[config.mk]
export PLATFORM = sky130hd
export DESIGN_NAME = maze_move_controller
export DESIGN_NICKNAME = d
export VERILOG_FILES = /design/src/rtl/maze_move_controller.sv
export SDC_FILE = /design/constraint.sdc
export NUM_CORES = 1
export LEC_CHECK = 0
export CAP_MARGIN = 30
export CORE_MARGIN = 8
export CORE_UTILIZATION = 52
export CTS_BUF_LIST = sky130_fd_sc_hd__clkbuf_4 sky130_fd_sc_hd__clkbuf_8
export CTS_CLUSTER_DIAMETER = 80
export DETAILED_ROUTE_END_ITERATION = 12
export MAX_ROUTING_LAYER = met4
export PLACE_DENSITY = 0.94
export RECOVER_POWER = 50
export SYNTH_ARGS = -nofsm -noshare
export SYNTH_HDL_FRONTEND = slang
export SYNTH_SLANG_ARGS = --single-unit
export TNS_END_PERCENT = 10
[constraint.sdc]
create_clock -name clk -period 18.35 [get_ports clk]
set_clock_uncertainty 0.2 [all_clocks]
set_input_delay 3.67 -clock clk [delete_from_list [all_inputs] [get_ports clk]]
set_output_delay 3.67 -clock clk [all_outputs]
set_load 0.01 [all_outputs]
[src/rtl/maze_move_controller.sv]
// rtl/maze_move_controller.sv - frame-synchronous player move and viewport controller (optional MAZE_AUTOREPEAT_EN)
module maze_move_controller #(
  parameter int START_X       = 0,
  parameter int START_Y       = 0,
  parameter int REPEAT_FRAMES = 8
) (
  input  logic         clk,
  input  logic         reset,
  input  logic         enable,
  input  logic         btn_up,
  input  logic         btn_down,
  input  logic         btn_left,
  input  logic         btn_right,
  input  logic         frame_start,
  input  logic [255:0] path_data,
  input  logic [4:0]   maze_width,
  input  logic [4:0]   maze_height,
  input  logic [4:0]   tile_width,
  input  logic [4:0]   tile_height,
  output logic [6:0]   char_x,
  output logic [6:0]   char_y,
  output logic [4:0]   x_coord,
  output logic [4:0]   y_coord,
  output logic         move_done,
  output logic         move_reject,
  output logic [15:0]  move_count
);

  typedef enum logic [1:0] {IDLE, CHECK, WAIT_FRAME, COMMIT} state_t;
  typedef enum logic [1:0] {DIR_UP, DIR_DOWN, DIR_LEFT, DIR_RIGHT} dir_t;

  state_t state, next_state;
  dir_t   dir_q, req_dir;

  // Button bit order doubles as the arbitration order: up wins over down, left, right.
  logic [3:0] btn_now, btn_prev, edges, req_src;
  logic       req_any;
  logic [6:0] tgt_x, tgt_y;
  logic       out_of_range, blocked;

  assign btn_now = {btn_up, btn_down, btn_left, btn_right};
  assign edges   = btn_now & ~btn_prev;

  // Previous-level register for rising-edge detection.
  always_ff @(posedge clk) begin
    if (reset) btn_prev <= 4'd0;
    else       btn_prev <= btn_now;
  end

`ifdef MAZE_AUTOREPEAT_EN
  // Frames seen in IDLE since the last commit/request while a button stays held.
  logic [15:0] rep_cnt;
  logic        rep_fire;

  assign rep_fire = (rep_cnt >= 16'(REPEAT_FRAMES - 1)) && (|btn_now) && !(|edges);
  assign req_src  = (|edges) ? edges : (rep_fire ? btn_now : 4'd0);

  // Repeat frame counter; cleared by any edge, release, accepted request or commit.
  always_ff @(posedge clk) begin
    if (reset) begin
      rep_cnt <= 16'd0;
    end else if ((|edges) || !(|btn_now) || state == COMMIT || (state == IDLE && req_any)) begin
      rep_cnt <= 16'd0;
    end else if (state == IDLE && frame_start && rep_cnt != 16'hFFFF) begin
      rep_cnt <= rep_cnt + 16'd1;
    end
  end
`else
  assign req_src = edges;
`endif

  // Fixed-priority pick of one direction among simultaneous requests.
  always_comb begin
    req_any = |req_src;
    req_dir = DIR_RIGHT;
    if (req_src[3])      req_dir = DIR_UP;
    else if (req_src[2]) req_dir = DIR_DOWN;
    else if (req_src[1]) req_dir = DIR_LEFT;
  end

  // Target tile for the stored direction and its legality.
  always_comb begin
    tgt_x        = char_x;
    tgt_y        = char_y;
    out_of_range = 1'b0;
    case (dir_q)
      DIR_UP: begin
        tgt_y        = char_y - 7'd1;
        out_of_range = (char_y == 7'd0);
      end
      DIR_DOWN: begin
        tgt_y        = char_y + 7'd1;
        out_of_range = (char_y == 7'h7F);
      end
      DIR_LEFT: begin
        tgt_x        = char_x - 7'd1;
        out_of_range = (char_x == 7'd0);
      end
      default: begin
        tgt_x        = char_x + 7'd1;
        out_of_range = (char_x == 7'h7F);
      end
    endcase
    blocked = out_of_range
           || (tgt_x >= {2'b00, maze_width})
           || (tgt_y >= {2'b00, maze_height})
           || !path_data[{tgt_y[3:0], tgt_x[3:0]}];
  end

  // Viewport origin on one axis: zero when the maze fits the screen, else keep the
  // character centred but never scroll past the far maze edge.
  function automatic logic [4:0] viewport(input logic [6:0] c, input logic [4:0] maze,
                                          input logic [4:0] tsh, input logic [9:0] screen);
    logic [14:0] span;
    logic [9:0]  vis, half, lim, off, cw;
    span = 15'(maze) << tsh;
    cw   = 10'(c);
    vis  = screen >> tsh;
    half = vis >> 1;
    lim  = 10'(maze) - vis;
    off  = cw - half;
    if (span <= 15'(screen))  viewport = 5'd0;
    else if (cw < half)       viewport = 5'd0;
    else if (off < lim)       viewport = off[4:0];
    else                      viewport = lim[4:0];
  endfunction

  // State register.
  always_ff @(posedge clk) begin
    if (reset) state <= IDLE;
    else       state <= next_state;
  end

  // Next-state logic; disabling always parks the FSM in IDLE.
  always_comb begin
    next_state = state;
    case (state)
      IDLE:       if (req_any) next_state = CHECK;
      CHECK:      next_state = blocked ? IDLE : WAIT_FRAME;
      WAIT_FRAME: if (frame_start) next_state = COMMIT;
      default:    next_state = IDLE;
    endcase
    if (!enable) next_state = IDLE;
  end

  // Latch the winning direction when a request is accepted.
  always_ff @(posedge clk) begin
    if (reset)                    dir_q <= DIR_UP;
    else if (state == IDLE && req_any) dir_q <= req_dir;
  end

  // Committed position, viewport, counter and status pulses.
  always_ff @(posedge clk) begin
    if (reset) begin
      char_x      <= 7'(START_X);
      char_y      <= 7'(START_Y);
      x_coord     <= 5'd0;
      y_coord     <= 5'd0;
      move_count  <= 16'd0;
      move_done   <= 1'b0;
      move_reject <= 1'b0;
    end else begin
      move_done   <= 1'b0;
      move_reject <= 1'b0;
      if (enable) begin
        if (state == CHECK && blocked) move_reject <= 1'b1;
        if (state == COMMIT) begin
          char_x    <= tgt_x;
          char_y    <= tgt_y;
          x_coord   <= viewport(tgt_x, maze_width, tile_width, 10'd640);
          y_coord   <= viewport(tgt_y, maze_height, tile_height, 10'd480);
          move_done <= 1'b1;
          if (move_count != 16'hFFFF) move_count <= move_count + 16'd1;
        end
      end
    end
  end

endmodule

; Word level (Yosys, flattened, before mapping)
; Cells that the tools add are included.
; Widths: inputs -> output; s select.
[word_totals]
register_bits = 50
in_bits = 284
out_inout_bits = 42
wordCells = 81
[op_classes]
addsub = 9
magnitude_cmp = 9
n_eq_ne = 10
n_shift = 4
mux = 20
bitwise = 3
reduce_logical = 16
[op_table]
columns = operator, n
row1 = $mux 5, 6
row2 = $shl 5x5->15, 2
row3 = $pmux 7 s2, 2
row4 = $lt 10x10->1, 2
row5 = $sub 5x10->10, 2
row6 = $sub 7x9->10, 2
row7 = $lt 7x9->1, 2
row8 = $add 16x1->16 const B, 1
row9 = $ne 16x16->1 const B, 1
row10 = $le 15x10->1 const B, 1
row11 = $le 15x9->1 const B, 1
row12 = $add 7x1->7 const B, 2
row13 = $eq 7x7->1 const B, 2
row14 = $ge 7x5->1, 2
row15 = $logic_not 7->1, 2
row16 = $sub 7x1->7 const B, 2
row17 = $mux 2, 5
row18 = $shr 10x5->10 const A, 1
row19 = $shr 9x5->10 const A, 1
row20 = $lt 8x9->1 const B, 1
row21 = $bmux 1 s8, 1
row22 = $eq 2x2->1 const B, 3
row23 = $pmux 2 s3, 1
row24 = $and 4x4->4, 1
row25 = 14 further kinds, 25

; Longest topological paths before layout
[depth]
ltp_word = 9
depth_mapped = 27
ltp_nobuf = 23

; Worst setup path after synthesis
; Ideal clock, no wire load.
[synth_timing]
kind = input to register
from = input port tile_width[1]
to = register x_coord[0]
setup_time_ns = 0.117
t_arrival_ns = 7.632
required_ns = 18.033
path_slack_ns = 10.401
cell_stages = 22
path_buffers = 2
cell_sequence = clkbuf_1 -> clkbuf_1 -> nor2_1 -> nand2_1 -> a21oi_1 -> nand2_1 -> inv_1 -> ha_1 -> fa_1 -> nor2b_1 -> o21ai_0 -> a21oi_1 -> o21ai_0 -> a21boi_0 -> nor2_1 -> mux2i_1 -> ha_1 -> a21o_1 -> a2111oi_2 -> nor2_1 -> mux2i_1 -> a32o_1
[synth_between]
elab_chain_cells = 6
word_cells_on_any_way = 10
classes_between = add/sub (2) / order compare (3) / shift (2) / mux (3)
[synth_lines]
columns = item, line_no
row1 = from (decl), 18  ; input logic [4:0] tile_width,
row2 = $shr 10x5->10, 118  ; vis = screen >> tsh;
row3 = $sub 5x10->10 / $sub 7x9->10 (equally long branches), "120, 121"
row4 = $lt 10x10->1, 124  ; else if (off < lim) viewport = off[4:0];
row5 = $mux 5, 124
row6 = $mux 5, 123  ; else if (cw < half) viewport = 5'd0;
row7 = $mux 5 *, 122  ; if (span <= 15'(screen)) viewport = 5'd0;
row8 = to (signal assigned), 170  ; x_coord <= viewport(tgt_x, maze_width, tile_width, 10'd640);
row9 = to (decl), 22  ; output logic [4:0] x_coord,
; Mark *: on every way between the ends. The rest lies on a longest branch, timed or not.
; A chain may end at the register's enable or synchronous reset.

; Worst setup path in the final report
[layout_timing]
from = input port tile_width[0]
to = register x_coord[0]
; The elaborated chain is that of the path after synthesis.

==> results.md <==
* Worst-margin pin slew at 2051 ps
* DR vias/cell at around 6.6
* Met2 global-route usage at 0.5237
* Tmin final at 8447 ps
* Avg Inst Size Synth at about 8.0 um2
* Core footprint at roughly 18000 um2
* Post-synth cell types at 77
* Clock Power Share at 0.158
* Cts hold-fix bufs at 0
* CTS Buf Count at 5
* Number of synthesized flops with an enable pin at 0
* Post-CTS Setup Inserts at 0
* Sequential Power Share at 0.214
* Seq/Total Area, Yosys at 0.1046
* M1 GR Usage at 0.4162
* Sink Count at 50
* Net Switching at 0.2063 mW
* Routed WL at around 40000 um
* Worst-path clk slew at approximately 90 ps
* Die H at approximately 150 um
* Met3 Use GR at 0.07841
* Crit path kind: in -> reg
* Fmax at about 120 MHz
* Final Hold Viols at 0
* Worst VDD drop at 0.03782 mV
* Power Density at roughly 40 nW/um2
* Post-synth top flop: dfxtp_1
* Top cells by count, synth: 161 x mux2i_1, 101 x nor2_1, 85 x nand2_1
* Final setup violating endpoints at 0
* Port-buffer cells at 325
* Detailed router's first-iteration violation count at 1129
* Failing checks: capacitance limit, slew limit
* Number of global-route vias before repair at 11.14k
* Tot GR Track Use at 0.3351
* GR peak layer: met2
* Synthesized area at 9569 um2
* Initial antenna violation count at 6
* Syn Inst Count at ~1.2k
* Setup TNS at 0 ps
* Post-route DRC at 0
* Area delta synth->final at 35.89%
* Die area at 23000 um2
* Sw Share at 0.3987
* Synth warn at 0
* MaxCap Viol Count at 1
* Nets at 1814
* CTS tree: done
* Leading area contributor after synthesis: mux2i_1
* Post-synth top area share at 0.1684
* Post-cts resize count at 0
* Htree depth at 2
* Row count at 49
* Overall Power at 0.5174 mW
* Die Wd at 151.7 um
* Starting density of the core at 0.5309
* Register bit count reported by yosys at 50
* Clock Path Buffers at 2
* Clock latency on the worst-skew pair at 320 ps
* Ranking of synthesized cells by area: mux2i_1 17%, dfxtp_1 10%, mux4_2 10%
* I/O pins at 326
* Largest net degree at the start of global routing at 62
* Static Leakage at 4.726 nW
* Share of layout cells above drive strength 1 at 0.07172
* First-pass GRT wire length at 59640 um
* Avg WL per Cell at about 23 um
* Remaining Overflow, GRT at 0
* Clock root cell: clkbuf_8
* Hold crit path type: reg -> reg
* Crit path DAT at ~8500 ps
* Slew margin rel. at -0.3674
* Gpl congestion at 0.9833
* Post-DRT Antenna Nets at 0
* CP startpoint kind: primary input
* Max-slew violations at between 40 and 50
* DR vias at 11.20k
* First-pass iteration count of the detailed router at 7
* Syn nets at 1546
* Top-count cell post-synth: mux2i_1
* Post-route clock period utilization at 0.4603
* Crit path max fanout at 21
* Status: finished with violations
* CP endpoint kind: flip-flop
* Comb pwr share at 0.629
* Pint at just over 0.3 mW
* Worst path required time at 18360 ps
* FFs w/ async S/R, synth at 0
* RSZ-0062 raised after global routing: false
* Hpwl dp at 31550 um
critical path, stage by stage:
cell,delay (ps)
clkdlybuf4s50_1,950
inv_1,230
nand2_1,140
inv_1,80
ha_1,230
fa_1,440
nor2b_1,120
o21ai_0,100
a21oi_1,200
o21ai_0,120
a21boi_0,250
nor2_1,120
mux2i_1,130
ha_1,200
a21o_1,190
a2111oi_2,670
nor2_1,190
mux2i_1,160
a32o_1,260
power by group through the flow:
stage	sequential, mW	clock (mW)	combinational, mW
floorplan	0.113	0	0.195
global route	0.111	0.0859	0.352
detailed placement	0.113	0	0.317
global placement	0.113	0	0.309
CTS	0.110	0.0828	0.319
finish	0.110	0.0816	0.325
cells in the final DEF, fill, tap and decap left out, types with 22 or more instances in the layout:
cell type | netlist | final
dfxtp_1 | 50 | 48
nor2_1 | 101 | 101
o221ai_1 | 28 | 28
o21ai_0 | 52 | 52
nand2_1 | 85 | 85
nor3_1 | 24 | 24
nand3_1 | 34 | 34
mux4_2 | 43 | 43
mux2_2 | 23 | 23
xnor2_1 | 32 | 32
a21oi_1 | 73 | 73
nor2b_1 | 22 | 22
clkdlybuf4s50_1 | 0 | 295
ha_1 | 61 | 60
mux2i_1 | 161 | 160
o22ai_1 | 35 | 35
dlygate4sd3_1 | 0 | 30
inv_1 | 54 | 54
routing by layer:
layer / up-vias / share of wire
met3: 153 / 0.11
met4: 0 / 0.045
met5: - / 0
met2: 686 / 0.46
li1: 5099 / -
met1: 5257 / 0.39
registers in the layout, summed over array words and instances (netlist names):
name / cells
x_coord: 5
move_done: 1
char_x: 7
y_coord: 5
btn_prev: 4
move_count: 16
dir_q: 2
move_reject: 1
state: 2
char_y: 7
logic make-up (layout without fill, tap and decap cells):
| group | after synthesis | count (layout) | synth area share |
|---|---|---|---|
| DFF | 50 | 50 | 0.1046 |
| buffers and inverters | 135 | 403 | 0.06001 |
| muxes | 230 | 230 | 0.3018 |
| other | 0 | 7 | 0 |
| AOI/OAI and AO/OA | 309 | 309 | 0.2172 |
| xor gates and xnor gates | 49 | 49 | 0.04485 |
| and+or+nand+nor | 357 | 357 | 0.1814 |
| adders and majority gates | 66 | 66 | 0.09022 |
area by class of cell:
class                   instances  area, um2
diodes                          7      17.52
fillers                      1418       5021
clock buffers                   5      68.82
inverters                      57      214.0
flip-flops and latches         50       1006
multi-input cells            1011       8010
clock inverters                 2      38.79
repair buffers                339       3362
well taps                     229      286.5
path summary, 6_finish.rpt:
check                                from                 endpoint  slack, ps  cells past startpoint
setup / recovery            tile_width[0]  x_coord[0]$_SDFFE_PP0P_       9900                     19
hold / removal    x_coord[2]$_SDFFE_PP0P_  x_coord[2]$_SDFFE_PP0P_        260                      2
setup reg to reg    dir_q[1]$_SDFFE_PP0P_  x_coord[0]$_SDFFE_PP0P_      11790                     22
hold reg to reg   x_coord[2]$_SDFFE_PP0P_  x_coord[2]$_SDFFE_PP0P_        260                      2
stage by stage:
| stage | hold WS (ps) | area (um2) | instances | setup slack [ps] | util |
|---|---|---|---|---|---|
| after floorplan | 276.2 | 9569 | 1196 | 10400 | - |
| after global placement | 238.2 | 12870 | 1685 | 9746 | 0.7139 |
| after detailed placement | 253.9 | 12880 | 1686 | 9590 | 0.7147 |
| after CTS | 268.5 | 12990 | 1693 | 9934 | 0.7207 |
| after global routing | 279.8 | 13000 | 1699 | 9424 | 0.7213 |
| final | 260.2 | 13000 | 1700 | 9903 | 0.7214 |
(Power assumes the default switching activity.)
